$ cat src/rtl/game_sequencer_pkg.sv
// Shared types and constants for the dino runner game sequencer.
// State encoding matches the VGA controller's view of the game.
package game_sequencer_pkg;

    typedef enum logic [1:0] {
        ST_IDLE = 2'd0,
        ST_RUN  = 2'd1,
        ST_OVER = 2'd2
    } state_e;

    localparam logic [31:0] CACTI_START = 32'd550;
    localparam logic [31:0] CACTI_MIN_X = 32'd10;
    localparam logic [31:0] GROUND_Y    = 32'd275;

    localparam logic signed [7:0] JUMP_V0 = 8'sd14;
    localparam logic signed [7:0] GRAVITY = 8'sd1;

    // Top edge of the dino on the first frame of a jump.
    localparam logic [31:0] JUMP_Y = GROUND_Y - {24'd0, JUMP_V0};

    localparam logic [2:0] SPEED_INIT = 3'd1;
    localparam logic [2:0] SPEED_MAX  = 3'd6;

    localparam int        SCORE_W   = 16;
    localparam logic [6:0] STEP_LAST = 7'd99;

    function automatic logic [2:0] speed_up(input logic [2:0] s);
        return (s < SPEED_MAX) ? s + 3'd1 : SPEED_MAX;
    endfunction

endpackage

$ cat src/rtl/game_sequencer_jump_physics.sv
// Dino vertical motion: position/velocity registers advanced once per step.
// Ports: clk, reset, step, jump, fast, reinit in; dino_y out.
module game_sequencer_jump_physics
    import game_sequencer_pkg::*;
(
    input  logic        clk,
    input  logic        reset,
    input  logic        step,
    input  logic        jump,
    input  logic        fast,
    input  logic        reinit,
    output logic [31:0] dino_y
);

    logic [31:0]        dino_y_q, dino_y_d;
    logic signed [7:0]  vel_q, vel_d;
    logic signed [7:0]  grav;
    logic signed [7:0]  vel_n;
    logic signed [32:0] y_n;
    logic               grounded;

    always_comb begin
        dino_y_d = dino_y_q;
        vel_d    = vel_q;
        grounded = (dino_y_q == GROUND_Y) && (vel_q == 8'sd0);
        grav     = fast ? (GRAVITY + GRAVITY) : GRAVITY;
        // Velocity is decremented before it moves the dino,
        // giving apex 170 on tick 14 and touchdown on tick 29.
        vel_n    = vel_q - grav;
        // 33-bit signed so a high apex cannot wrap past row 0.
        y_n      = $signed({1'b0, dino_y_q}) - 33'(vel_n);
        if (reinit) begin
            dino_y_d = GROUND_Y;
            vel_d    = 8'sd0;
        end else if (step) begin
            if (grounded) begin
                if (jump) begin
                    dino_y_d = JUMP_Y;
                    vel_d    = JUMP_V0;
                end
            end else if (y_n >= $signed({1'b0, GROUND_Y})) begin
                dino_y_d = GROUND_Y;
                vel_d    = 8'sd0;
            end else begin
                dino_y_d = y_n[31:0];
                vel_d    = vel_n;
            end
        end
    end

    always_ff @(posedge clk) begin
        if (reset) begin
            dino_y_q <= GROUND_Y;
            vel_q    <= 8'sd0;
        end else begin
            dino_y_q <= dino_y_d;
            vel_q    <= vel_d;
        end
    end

    assign dino_y = dino_y_q;

endmodule

$ cat src/rtl/game_sequencer.sv
// Game FSM (IDLE/RUN/OVER), cactus scroll, score and speed counters.
// Ports: clk, reset, frame_tick, up, down, collision in;
//        game_on, game_over, dino_y, cacti_x, score, speed out.
module game_sequencer
    import game_sequencer_pkg::*;
(
    input  logic               clk,
    input  logic               reset,
    input  logic               frame_tick,
    input  logic               up,
    input  logic               down,
    input  logic               collision,
    output logic               game_on,
    output logic               game_over,
    output logic [31:0]        dino_y,
    output logic [31:0]        cacti_x,
    output logic [SCORE_W-1:0] score,
    output logic [2:0]         speed
);

    state_e             state_q, state_d;
    logic               up_q;
    logic [31:0]        cacti_x_q, cacti_x_d;
    logic [SCORE_W-1:0] score_q, score_d;
    logic [2:0]         speed_q, speed_d;
    logic [6:0]         step_cnt_q, step_cnt_d;

    logic up_rise;
    logic step;
    logic reinit;

    assign up_rise = up & ~up_q;
    // Collision wins over a same-cycle frame tick.
    assign step    = frame_tick & (state_q == ST_RUN) & ~collision;
    assign reinit  = (state_q == ST_IDLE)
                   | ((state_q == ST_OVER) & up_rise);

    always_comb begin
        state_d    = state_q;
        cacti_x_d  = cacti_x_q;
        score_d    = score_q;
        speed_d    = speed_q;
        step_cnt_d = step_cnt_q;
        unique case (state_q)
            ST_IDLE: begin
                cacti_x_d  = CACTI_START;
                score_d    = '0;
                speed_d    = SPEED_INIT;
                step_cnt_d = 7'd0;
                if (up_rise) state_d = ST_RUN;
            end
            ST_RUN: begin
                if (collision) begin
                    state_d = ST_OVER;
                end else if (frame_tick) begin
                    if (cacti_x_q < CACTI_MIN_X + {29'd0, speed_q})
                        cacti_x_d = CACTI_START;
                    else
                        cacti_x_d = cacti_x_q - {29'd0, speed_q};
                    if (score_q != '1) score_d = score_q + 1'b1;
                    if (step_cnt_q == STEP_LAST) begin
                        step_cnt_d = 7'd0;
                        speed_d    = speed_up(speed_q);
                    end else begin
                        step_cnt_d = step_cnt_q + 7'd1;
                    end
                end
            end
            ST_OVER: begin
                if (up_rise) begin
                    state_d    = ST_IDLE;
                    cacti_x_d  = CACTI_START;
                    score_d    = '0;
                    speed_d    = SPEED_INIT;
                    step_cnt_d = 7'd0;
                end
            end
            default: state_d = ST_IDLE;
        endcase
    end

    always_ff @(posedge clk) begin
        if (reset) begin
            state_q    <= ST_IDLE;
            up_q       <= 1'b0;
            cacti_x_q  <= CACTI_START;
            score_q    <= '0;
            speed_q    <= SPEED_INIT;
            step_cnt_q <= 7'd0;
        end else begin
            state_q    <= state_d;
            up_q       <= up;
            cacti_x_q  <= cacti_x_d;
            score_q    <= score_d;
            speed_q    <= speed_d;
            step_cnt_q <= step_cnt_d;
        end
    end

    game_sequencer_jump_physics u_jump (
        .clk    (clk),
        .reset  (reset),
        .step   (step),
        .jump   (up),
        .fast   (down),
        .reinit (reinit),
        .dino_y (dino_y)
    );

    assign game_on   = (state_q != ST_IDLE);
    assign game_over = (state_q == ST_OVER);
    assign cacti_x   = cacti_x_q;
    assign score     = score_q;
    assign speed     = speed_q;

endmodule

$ cat config.mk
export PLATFORM = sky130hd
export DESIGN_NAME = game_sequencer
export DESIGN_NICKNAME = d
export VERILOG_FILES = /design/src/rtl/game_sequencer_pkg.sv /design/src/rtl/game_sequencer_jump_physics.sv /design/src/rtl/game_sequencer.sv
export SDC_FILE = /design/constraint.sdc
export NUM_CORES = 1
export LEC_CHECK = 0
export BUFFER_PORTS_ARGS = -buffer_cell sky130_fd_sc_hd__buf_2
export CAP_MARGIN = 20
export CELL_PAD_IN_SITES_DETAIL_PLACEMENT = 0
export CELL_PAD_IN_SITES_GLOBAL_PLACEMENT = 1
export CORE_UTILIZATION = 46
export DETAILED_ROUTE_END_ITERATION = 12
export GPL_TIMING_DRIVEN = 0
export HOLD_SLACK_MARGIN = 0.03
export PLACE_DENSITY = 0.95
export SLEW_MARGIN = 20
export SYNTH_ARGS = -nofsm -noshare
export SYNTH_HDL_FRONTEND = slang
export SYNTH_SLANG_ARGS = --single-unit
$ cat constraint.sdc
create_clock -name clk -period 13.95 [get_ports clk]
set_input_delay 0.6975 -clock clk [delete_from_list [all_inputs] [get_ports clk]]
set_output_delay 0.6975 -clock clk [all_outputs]
set_load 0.05 [all_outputs]
# --- Yosys cells after proc, flatten, opt, wreduce, memory -nomap -nowiden ---
# Cells that the tools add are included.
totals:
  word_cells: 81
  out_inout_bits: 85
  register_bits: 101
  inputBits: 6
op_classes:
  bitwise: 7
  reduce_logical: 11
  eq_ne: 13
  muxes: 32
  n_addsub: 7
  order_cmp: 3
ops:
  columns: ["op", "count"]
  rows:
  - ["$mux 32", 7]
  - ["$pmux 32 s3", 1]
  - ["$mux 16", 4]
  - ["$pmux 16 s3", 1]
  - ["$ge 33x10->1 const B", 1]
  - ["$sub 33x8->33", 1]
  - ["$eq 32x9->1 const B", 1]
  - ["$lt 32x5->1", 1]
  - ["$sub 32x3->32", 1]
  - ["$mux 7", 4]
  - ["$mux 8", 3]
  - ["$pmux 7 s3", 1]
  - ["$add 16x1->16 const B", 1]
  - ["$ne 16x16->1 const B", 1]
  - ["$mux 3", 5]
  - ["$ne 2x2->1 const B", 5]
  - ["$reduce_and 5->1", 2]
  - ["$pmux 3 s3", 1]
  - ["$logic_not 8->1", 1]
  - ["$mux 2", 4]
  - ["$sub 8x3->8", 1]
  - ["$add 7x1->7 const B", 1]
  - ["$eq 7x7->1 const B", 1]
  - ["$ne 2x1->1 const B", 3]
  - ["other kinds (17)", 21]

# --- Depth between registers and ports, before layout ---
# Gate-level depths: netlist of run 1.
logic_depth:
  depth_word: 6
  depth_mapped: 22

# --- Hierarchy ---
# A second synthesis of run 1 with hierarchy kept.
hier_totals:
  hier_cells: 964
  area_unflattened_um2: 7200.7
by_module_without_submodules:
  columns: ["module", "instances", "cells_per_inst", "area_per_inst_um2"]
  rows:
  - ["game_sequencer_jump_physics", 1, 600, 4063.9]
  - ["game_sequencer", 1, 364, 3136.8]

# --- Worst setup path before layout of run 1 ---
# Ideal clock, no wire load.
synth_path:
  kind: "in2reg"
  startpoint: "in down"
  endpoint: "reg u_jump.dino_y_q[1] (netlist: u_jump.dino_y[1])"
  path_stages: 21
  path_slack_ns: 8.186
  n_path_buf: 1
  arrival_ns: 5.642
  path_cell_list: "inv_1 ha_1 or2_1 clkbuf_1 nor2_1 inv_1 or3_1 xnor2_1 inv_1 ha_1 and3_1 a221oi_1 a211oi_2 o31a_1 or4_4 a311o_1 or4_1 nor4_2 nand3_1 a31o_2 a221o_1"
synth_between:
  elab_chain_cells: 6
synth_lines:
  columns: ["item", "line", "rtl"]
  rows:
  - ["start, declared", "game_sequencer.sv:11", "input logic down,"]
  - ["$mux 2 *", "game_sequencer_jump_physics.sv:26", "grav = fast ? (GRAVITY + GRAVITY) : GRAVITY;"]
  - ["$sub 8x3->8 *", "game_sequencer_jump_physics.sv:29", "vel_n = vel_q - grav;"]
  - ["$sub 33x8->33 *", "game_sequencer_jump_physics.sv:31", "y_n = $signed({1'b0, dino_y_q}) - 33'(vel_n);"]
  - ["$ge 33x10->1", "game_sequencer_jump_physics.sv:41", "end else if (y_n >= $signed({1'b0, GROUND_Y})) begin"]
  - ["$mux 32 *", "game_sequencer_jump_physics.sv:41", null]
  - ["$mux 32 *", "game_sequencer_jump_physics.sv:36", "if (grounded) begin"]
  - ["end signal, assigned", "game_sequencer_jump_physics.sv:56", "dino_y_q <= dino_y_d;"]
  - ["end, declared", "game_sequencer_jump_physics.sv:15", "logic [31:0] dino_y_q, dino_y_d;"]
# Every way passes the cells marked *; elsewhere a longest branch is shown, timed or not.
# A chain may end at the register's enable or synchronous reset.

# --- Worst setup path in the final report of run 1 ---
layout_path:
  startpoint: "in down"
  endpoint: "reg u_jump.dino_y_q[9] (netlist: u_jump.dino_y[9])"
# Same word-level chain as after synthesis.

==> results of run 1 <==
cell usage after synthesis (5+ instances only):
library cell	number	area [um2]
a211o_1	5	43.79
a21oi_1	62	310.3
a22oi_1	7	52.55
a31oi_1	7	43.79
and2_1	9	56.30
and3_1	16	100.1
clkbuf_1	48	180.2
dfxtp_1	101	2022
ha_1	18	225.2
inv_1	23	86.33
mux2i_1	9	90.09
nand2_1	105	394.1
nand2b_1	12	75.07
nand3_1	37	185.2
nand3b_1	5	37.54
nand4_1	24	150.1
nor2_1	102	382.9
nor2b_1	17	106.4
nor3_1	41	205.2
nor4_1	27	168.9
o2111ai_1	6	52.55
o21ai_0	33	165.2
o21ai_1	7	35.03
or2_2	7	43.79
or3_1	24	150.1
or4_1	13	97.59
xnor2_1	29	254.0
xor2_1	28	245.2
worst paths after layout:
kind         cells after the start  slack [ns]                to
max                             23        7.62  u_jump.dino_y[9]
min                              2        0.47   u_jump.vel_q[0]
max reg2reg                     21        7.81  u_jump.dino_y[9]
min reg2reg                      2        0.47   u_jump.vel_q[0]
final cells by class:
type,count,area [um2]
Clock inverter,7,91.34
Sequential cell,101,2022
Clock buffer,9,225.2
Timing Repair Buffer,89,445.4
Buffer,55,220.2
Multi-Input combinational cell,735,4519
Tap cell,184,230.2
Fill cell,1478,6694
Inverter,23,86.33
per-stage QoR:
stage                     power, uW  utilization  area, um2
after floorplan               349.6            -       6848
after global placement        366.9       0.5176       7523
after detailed placement      367.7       0.5176       7523
after CTS                     634.4       0.5394       7840
after global routing          650.5       0.5394       7840
final                         628.6       0.5394       7840
flip-flops by register name, indices dropped and copies added, names as in the netlist:
name,flops
up_q,1
cacti_x,32
state_q,2
u_jump.vel_q,8
u_jump.dino_y,32
score,16
speed,3
step_cnt_q,7
logic make-up after synthesis:
| kind of cell | count (synthesis) | share of synthesized area |
|---|---|---|
| xor+xnor | 58 | 0.07619 |
| flops | 101 | 0.2953 |
| compound gates | 179 | 0.1730 |
| fa+ha+maj | 23 | 0.04605 |
| mux | 12 | 0.01809 |
| buf+inv | 78 | 0.04476 |
| simple gates | 463 | 0.3466 |
power by group:
part | internal (uW) | switching, uW
Sequential | 290 | 2.64
Clock | 130 | 136
Combinational | 22.0 | 47.4
placed cells by master (no fill, tap or decap), types with 4 or more instances in the layout:
cell / instances
nand2_1: 105
nor2_1: 102
dfxtp_1: 101
buf_2: 91
a21oi_1: 62
clkbuf_1: 48
nor3_1: 41
nand3_1: 37
o21ai_0: 33
xnor2_1: 29
xor2_1: 28
nor4_1: 27
or3_1: 24
nand4_1: 24
inv_1: 23
ha_1: 18
nor2b_1: 17
and3_1: 16
or4_1: 13
nand2b_1: 12
and2_1: 9
mux2i_1: 9
clkbuf_16: 9
or2_2: 7
o21ai_1: 7
a31oi_1: 7
a22oi_1: 7
o2111ai_1: 6
nand3b_1: 5
a211o_1: 5
a21o_1: 4
o211ai_1: 4
nor3b_1: 4
o31ai_1: 4
a311oi_1: 4
fa_1: 4
per-layer routing:
metal | share of wire | wire [um]
met2 | 0.47 | 10140
met4 | 0.021 | 446
met5 | 0 | 0
met3 | 0.071 | 1521
met1 | 0.44 | 9340
worst max-delay path, delay by kind of cell:
family	cells	cell delay (ns)
compound gates	6	2.04
buf+inv	6	0.74
xor+xnor	1	0.21
simple gates	8	2.35
fa+ha+maj	2	0.57
==> flow_summary.ini, run 1 <==
[timing]
period_needed_ns = 6.333
rsz0062_at_grt = no
setup_viol = 0
finalClockSkew_ns = 0.007346
tightest_slew_ns = 1.056
slew_headroom = 0.2896
timing.hold.ws_ns = 0.4748
fmax_mhz = 157.9
setup_tns_ns = 0
fin_ws_ns = 7.617
finalHoldViolations = 0
maxSlewViolCount = 0
finalCritPeriodShare = 0.4540

[status]
status = finished clean

[routing]
num_vias = 7236
viasPerCell = 6.015
drt_iter0_markers = 622
drtPass1Iterations = 7
drc = 0
wl_um = 21440
wl_per_cell_um = 17.82
antenna_left = 0

[placement]
hpwl_um = 16010
io_buffers = 89
dp.cells = 1187
gp_congestion = 1.051
place_ws_ns = 7.335

[setup_path]
crit_arrival_ns = 6.62
cp_slowest_cell = a221oi_1
max_stage_delay_ns = 0.66
crit_top_cell = inv_1
r2r-start = u_jump.vel_q[1]
crit_start = down
crit_fanout = 10
critPathLaunchType = primary input
worstPathCellList = buf_2 -> inv_1 -> ha_1 -> or2_1 -> clkbuf_1 -> nor2_1 -> inv_1 -> or3_1 -> xnor2_1 -> inv_1 -> ha_1 -> and3_1 -> a221oi_1 -> a211oi_2 -> o31a_1 -> or4_4 -> a311o_1 -> or4_1 -> nor4_2 -> a41o_1 -> nand2_1 -> buf_2 -> a21oi_1
critPathKind = in2reg
worstPathRequired_ns = 14.23
worstSetupEndpointType = flip-flop

[die]
initial_core_util = 0.4712
die_w_um = 124.0
pin_count = 91
coreArea_um2 = 14530
die_area_um2 = 15380
die-height_um = 124.0
rows = 44

[job]
max_cap_viol_count = 0

[yosys]
synth-seq-area-share = 0.2953
async_flop_share = 0
synthCells = 914
ys.flop_type = dfxtp_1
ys_seq_elements = 101
synth_fp_nets = 942
ys_types = 75
syn_area_per_cell_um2 = 7.492
synth_edf_count = 0
ys_warn_count = 0
synth_area_um2 = 6848

[finish]
drive_gt1_frac = 0.1344
final_nets = 1042
finalNonFillerCells = 1203
n_antenna_cell = 0
area_growth_pct = 14.49

[clock_tree]
root_buffer = clkbuf_16
cts_tree = yes
clock_latency_ns = 0.37
cts_resized = 0
cts_hold_buf = 0
htreeDepth = 3
cts_buffer_depth = 2
clock-sinks = 101
cts_setup_buffers = 0
cts_made_buffers = 9
clkSlewWorstSetupHoldPaths_ns = 0.08

[global_route]
grt_pass1_wl_um = 33310
track_usage = 0.2830
grt_pass1_vias = 6401
top_usage_layer = met2
grt_max_degree = 23
antenna_found_initial = 0
globalRouteOverflowTotal = 0
grt_util_met2 = 0.4601
met3_usage = 0.05037
grtUsageMet1 = 0.3729

[power]
p_leak_uw = 0.003083
irDropWorstVdd_mv = 0.07432
power.density_nw_per_um2 = 80.18

[min_path]
hp-class = reg2reg
hold_start = u_jump.vel_q[0]
(Power assumes the default switching activity.)
==> run 2, diff against run 1 <==
--- a/config.mk
+++ b/config.mk
@@ -9,11 +9,11 @@
 export CAP_MARGIN = 20
 export CELL_PAD_IN_SITES_DETAIL_PLACEMENT = 0
 export CELL_PAD_IN_SITES_GLOBAL_PLACEMENT = 1
-export CORE_UTILIZATION = 46
+export CORE_UTILIZATION = 39
 export DETAILED_ROUTE_END_ITERATION = 12
 export GPL_TIMING_DRIVEN = 0
 export HOLD_SLACK_MARGIN = 0.03
-export PLACE_DENSITY = 0.95
+export PLACE_DENSITY = 0.88
 export SLEW_MARGIN = 20
 export SYNTH_ARGS = -nofsm -noshare
 export SYNTH_HDL_FRONTEND = slang
==> constraint.sdc (replaced) <==
create_clock -name clk -period 5.18 [get_ports clk]
set_input_delay 0.259 -clock clk [delete_from_list [all_inputs] [get_ports clk]]
set_output_delay 0.259 -clock clk [all_outputs]
set_load 0.05 [all_outputs]
==> run 2 against run 1 <==
  * The flow now finishes with violations (setup timing)
  * Hold slack lost 0.32 ns
  * Register-to-register slack lost 8.0 ns
  * Routed wire length grew 10%
  * Clock power grew to 2.8 times the previous value
  * Critical path depth is the same
  * Count of clock-buffer cells in the layout is the same
  * Power grew to 2.8 times the previous value
  * Die area grew 18%
  * Largest power group unchanged
==> flow_summary.ini, run 2 (synthesis gave the netlist of run 1 again) <==
[routing]
num_vias = 7693
antenna_left = 0
wl_um = 23650
viasPerCell = 5.886
wl_per_cell_um = 18.09
drtPass1Iterations = 5
drc = 0
drt_iter0_markers = 727

[finish]
drive_gt1_frac = 0.2440
n_antenna_cell = 0
mostFrequentLayoutCell = nand2_1
area_growth_pct = 28.52
final_cell_mix = 102 x nand2_1, 101 x nor2_1, 99 x dfxtp_1
final_nets = 1105
fin_area_um2 = 8801

[timing]
setup_viol = 36
finalClockSkew_ns = 0.01190
setup_tns_ns = -3.589
fmax_mhz = 187.7
maxSlewViolCount = 0
rsz0062_at_grt = yes
finalHoldViolations = 0
tightest_slew_ns = 0.9057
period_needed_ns = 5.329
fin_ws_ns = -0.1486
finalCritPeriodShare = 1.029
slew_headroom = 0.3940

[power]
power.total_uw = 1765
irDropWorstVdd_mv = 0.1558
power.density_nw_per_um2 = 200.6
p_leak_uw = 0.003443

[setup_path]
critPathKind = reg2reg
crit_arrival_ns = 5.63
crit_fanout = 6
worstPathRequired_ns = 5.48
worstSetupEndpointType = flip-flop
critPathLaunchType = flip-flop

[clock_tree]
cts_tree = yes
clkSlewWorstSetupHoldPaths_ns = 0.08
clock_latency_ns = 0.37
cts_made_buffers = 9
root_buffer = clkbuf_16
clock-sinks = 101
cts_buffer_depth = 2
htreeDepth = 3

[placement]
io_buffers = 89
place_area_um2 = 7581
hpwl_um = 16010
gp_congestion = 1.018

[global_route]
track_usage = 0.2622
globalRouteOverflowTotal = 0
grt_pass1_vias = 6910
grt_max_degree = 19
grt_pass1_wl_um = 37190
antenna_found_initial = 0

[die]
die_area_um2 = 18090
rows = 48
die-height_um = 134.5
pin_count = 91
coreArea_um2 = 17240
die_w_um = 134.5
initial_core_util = 0.3973

[min_path]
hp-class = in2reg

[status]
status = finished, violations left
violations = setup timing

[job]
max_cap_viol_count = 0
run 2: changes by cell type in the layout (fill, tap and decap cells not counted), sizes merged:
cell / before / now
buf: 96 / 160
clkinvlp: 0 / 1
clkbuf: 57 / 56
bufinv: 0 / 1
inv: 27 / 25
run 2: layout make-up:
cell class,instances,area [um2]
Inverter,23,86.33
Timing Repair Buffer,153,955.9
Clock buffer,9,225.2
Buffer,54,240.2
Multi-Input combinational cell,735,4905
Fill cell,1656,8436
Tap cell,225,281.5
Clock inverter,7,82.58
Sequential cell,101,2024
run 2: path summary, 6_finish.rpt:
| kind | start | endpoint | slack (ns) | cells past startpoint |
|---|---|---|---|---|
| hold / removal | collision | state_q[1] | 0.16 | 3 |
| setup reg to reg | u_jump.vel_q[1] | u_jump.vel_q[5] | -0.15 | 23 |
| setup / recovery | u_jump.vel_q[1] | u_jump.vel_q[5] | -0.15 | 23 |
| hold reg to reg | step_cnt_q[6] | step_cnt_q[6] | 0.48 | 1 |
run 2: routing by layer:
layer,share of wire,GRT usage,vias up
li1,-,-,3617
met1,0.42,0.3501,3589
met2,0.45,0.4151,404
met3,0.086,0.04505,83
met4,0.038,0.1149,0
met5,0,0,-
run 2: repair_timing:
action | 4_1_cts | 5_1_grt
gates cloned | 2 | 0
buffers inserted | 60 | 5
pin swaps | 20 | 25
endpoints found under the setup margin | 40 | 40
resized for setup | 65 | 32
hold buffers | 0 | 0
run 2: critical path, stage by stage, from the launching register on:
cell and delay [ns]:
dfxtp_2 0.34, ha_4 0.16, or2_4 0.25, nor2_4 0.14, inv_2 0.05, or3_4 0.41, xnor2_4 0.16, inv_2 0.08
ha_4 0.24, and3_4 0.18, a221oi_4 0.32, buf_4 0.19, a211oi_4 0.06, o31a_1 0.28, or4_4 0.50, a311o_1 0.34
or4_4 0.50, nor4_4 0.25, a41o_1 0.28, buf_6 0.12, buf_6 0.12, buf_6 0.12, a22oi_2 0.05, nor2_1 0.11
run 2: per-stage QoR:
step                      utilization  hold WS, ns  cells  setup slack [ns]
after floorplan                     -       0.3940    914           0.01241
after global placement         0.4398       0.4651   1228           -0.8470
after detailed placement       0.4398       0.4650   1228           -0.8618
after CTS                      0.4999       0.1476   1305           -0.1152
after global routing           0.5106       0.1557   1307           -0.2332
final                          0.5106       0.1554   1307           -0.1486
run 2: power by group:
group / switching, uW / total, uW / internal (uW)
clock: 353 / 737 / 383
sequential: 7.45 / 789 / 782
combinational: 149 / 240 / 90.8
==> run 3, diff against run 2 <==
--- a/config.mk
+++ b/config.mk
@@ -5,15 +5,15 @@
 export SDC_FILE = /design/constraint.sdc
 export NUM_CORES = 1
 export LEC_CHECK = 0
-export BUFFER_PORTS_ARGS = -buffer_cell sky130_fd_sc_hd__buf_2
+export BUFFER_PORTS_ARGS = -buffer_cell sky130_fd_sc_hd__clkbuf_2
 export CAP_MARGIN = 20
 export CELL_PAD_IN_SITES_DETAIL_PLACEMENT = 0
 export CELL_PAD_IN_SITES_GLOBAL_PLACEMENT = 1
-export CORE_UTILIZATION = 39
+export CORE_UTILIZATION = 43
 export DETAILED_ROUTE_END_ITERATION = 12
 export GPL_TIMING_DRIVEN = 0
-export HOLD_SLACK_MARGIN = 0.03
-export PLACE_DENSITY = 0.88
+export HOLD_SLACK_MARGIN = 0.02
+export PLACE_DENSITY = 0.91
 export SLEW_MARGIN = 20
 export SYNTH_ARGS = -nofsm -noshare
 export SYNTH_HDL_FRONTEND = slang
==> constraint.sdc (replaced) <==
create_clock -name clk -period 5.8 [get_ports clk]
set_input_delay 0.29 -clock clk [delete_from_list [all_inputs] [get_ports clk]]
set_output_delay 0.29 -clock clk [all_outputs]
set_load 0.05 [all_outputs]
==> run 3 against run 2 <==
  * The flow now finishes without violations
  * Utilization grew 0.93 points
  * Flip-flop and latch count is the same
  * Hold slack gained 0.043 ns
  * Clock skew is essentially flat
  * First-iteration DRC count grew 8.1%
  * Die area shrank 9.2%
  * Sequential share of layout area grew 2.3 points
  * Count of clock-buffer cells in the layout is the same
  * Largest cell class unchanged
  * Highest routed layer unchanged
==> flow_summary.ini, run 3 (synthesis gave the netlist of run 1 again) <==
[die]
pin_count = 91
coreArea_um2 = 15370
rows = 45
die-height_um = 128.2
die_area_um2 = 16430
initial_core_util = 0.4455
die_w_um = 128.2

[clock_tree]
cts_made_buffers = 9
cts_tree = yes
clock_latency_ns = 0.37
clkSlewWorstSetupHoldPaths_ns = 0.08
cts_buffer_depth = 2
clock-sinks = 101
cts_hold_buf = 0
root_buffer = clkbuf_16
htreeDepth = 3

[job]
max_cap_viol_count = 0

[placement]
dp.cells = 1214
hpwl_um = 15970
place_area_um2 = 7557
io_buffers = 89
gp_congestion = 0.9794

[timing]
setup_viol = 0
timing.hold.ws_ns = 0.1985
slew_headroom = 0.2993
finalCritPeriodShare = 0.9644
tightest_slew_ns = 1.041
period_needed_ns = 5.594
finalClockSkew_ns = 0.01210
finalHoldViolations = 0
maxSlewViolCount = 0
fmax_mhz = 178.8

[finish]
final_cell_mix = 105 x nand2_1, 101 x nor2_1, 101 x dfxtp_1
final_nets = 1046
mostFrequentLayoutCell = nand2_1
finalNonFillerCells = 1234
fin_area_um2 = 7991
n_antenna_cell = 0
area_growth_pct = 16.70
drive_gt1_frac = 0.1505

[routing]
viasPerCell = 5.935
drt_iter0_markers = 786
drc = 0
wl_um = 21660
drtPass1Iterations = 5
wl_per_cell_um = 17.55
antenna_left = 0
num_vias = 7324

[power]
p_leak_uw = 0.003060
p_switching_uw = 440.7
switching_share = 0.2936
power_frac_seq = 0.469
pwr-share-clk = 0.414
intPower_uw = 1061
power.density_nw_per_um2 = 187.9
irDropWorstVdd_mv = 0.1964
pwr-share-comb = 0.116
power.total_uw = 1501

[global_route]
grt_max_degree = 21
track_usage = 0.2677
antenna_found_initial = 0
globalRouteOverflowTotal = 0
grt_pass1_wl_um = 34590
grt_pass1_vias = 6572

[setup_path]
crit_fanout = 10
crit_arrival_ns = 5.88
critPathKind = reg2reg
rr_worst_depth = 20
worstPathRequired_ns = 6.09
worstSetupEndpointType = flip-flop
critPathLaunchType = flip-flop

[status]
status = finished clean

[min_path]
holdPathStages = 3
hp-class = in2reg
## run 3: worst paths after layout
kind,startpoint,to,slack [ns]
worst max-delay path,u_jump.vel_q[1],u_jump.dino_y[11],0.21
worst min-delay path,collision,state_q[1],0.20
worst max register to register,u_jump.vel_q[1],u_jump.dino_y[11],0.21
worst min register to register,step_cnt_q[6],step_cnt_q[6],0.48
## run 3: repair_timing
item	in CTS	in global routing
hold endpoints to repair	0	0
buffers inserted	0	5
pin swaps	0	5
resized for setup	2	20
setup endpoints to repair	39	40
## run 3: area by class of cell
cell class              count  area (um2)
flip-flops and latches    101        2022
well taps                 211       264.0
clock inverters             7       77.57
plain buffers              54       229.0
clock buffers               9       225.2
repair buffers             94       483.0
inverters                  23       86.33
fillers                  1557        7380
multi-input cells         735        4604
## run 3: critical path: stages (launching register included)
cell and delay (ns):
dfxtp_1 0.33, ha_1 0.29, nor2b_2 0.21, nor2_2 0.12, inv_1 0.06, or3_1 0.35
xnor2_2 0.17, inv_1 0.09, ha_4 0.25, and3_1 0.21, a221oi_4 0.41, a211oi_4 0.14
o31a_1 0.37, or4_4 0.53, a311o_1 0.33, or4_4 0.50, nor4_4 0.37, a41o_1 0.32
nand2_1 0.13, buf_6 0.18, a21oi_1 0.13
## run 3: routing by layer
metal	GRT usage	vias up	wire length, um
met3	0.05217	61	1860
met1	0.3571	3436	9447
li1	-	3506	-
met2	0.4223	321	9725
met4	0.1087	0	630
met5	0	-	0
## run 3: power groups by stage
stage               combinational [uW]  clock (uW)  sequential (uW)
floorplan                          110           0              731
global placement                   163           0              721
detailed placement                 164           0              721
CTS                                166         633              705
global route                       191         656              706
finish                             175         622              705
## run 3: through the flow
| stage | utilization | setup slack (ns) | TNS [ns] |
|---|---|---|---|
| 2_1_floorplan | - | 0.4436 | 0 |
| 3_3_place_gp | 0.4917 | -0.4410 | -13.89 |
| 3_5_place_dp | 0.4917 | -0.4215 | -13.25 |
| 4_1_cts | 0.5125 | 0.01712 | 0 |
| 5_1_grt | 0.5199 | -0.03616 | -0.4049 |
| 6_report | 0.5199 | 0.2063 | 0 |
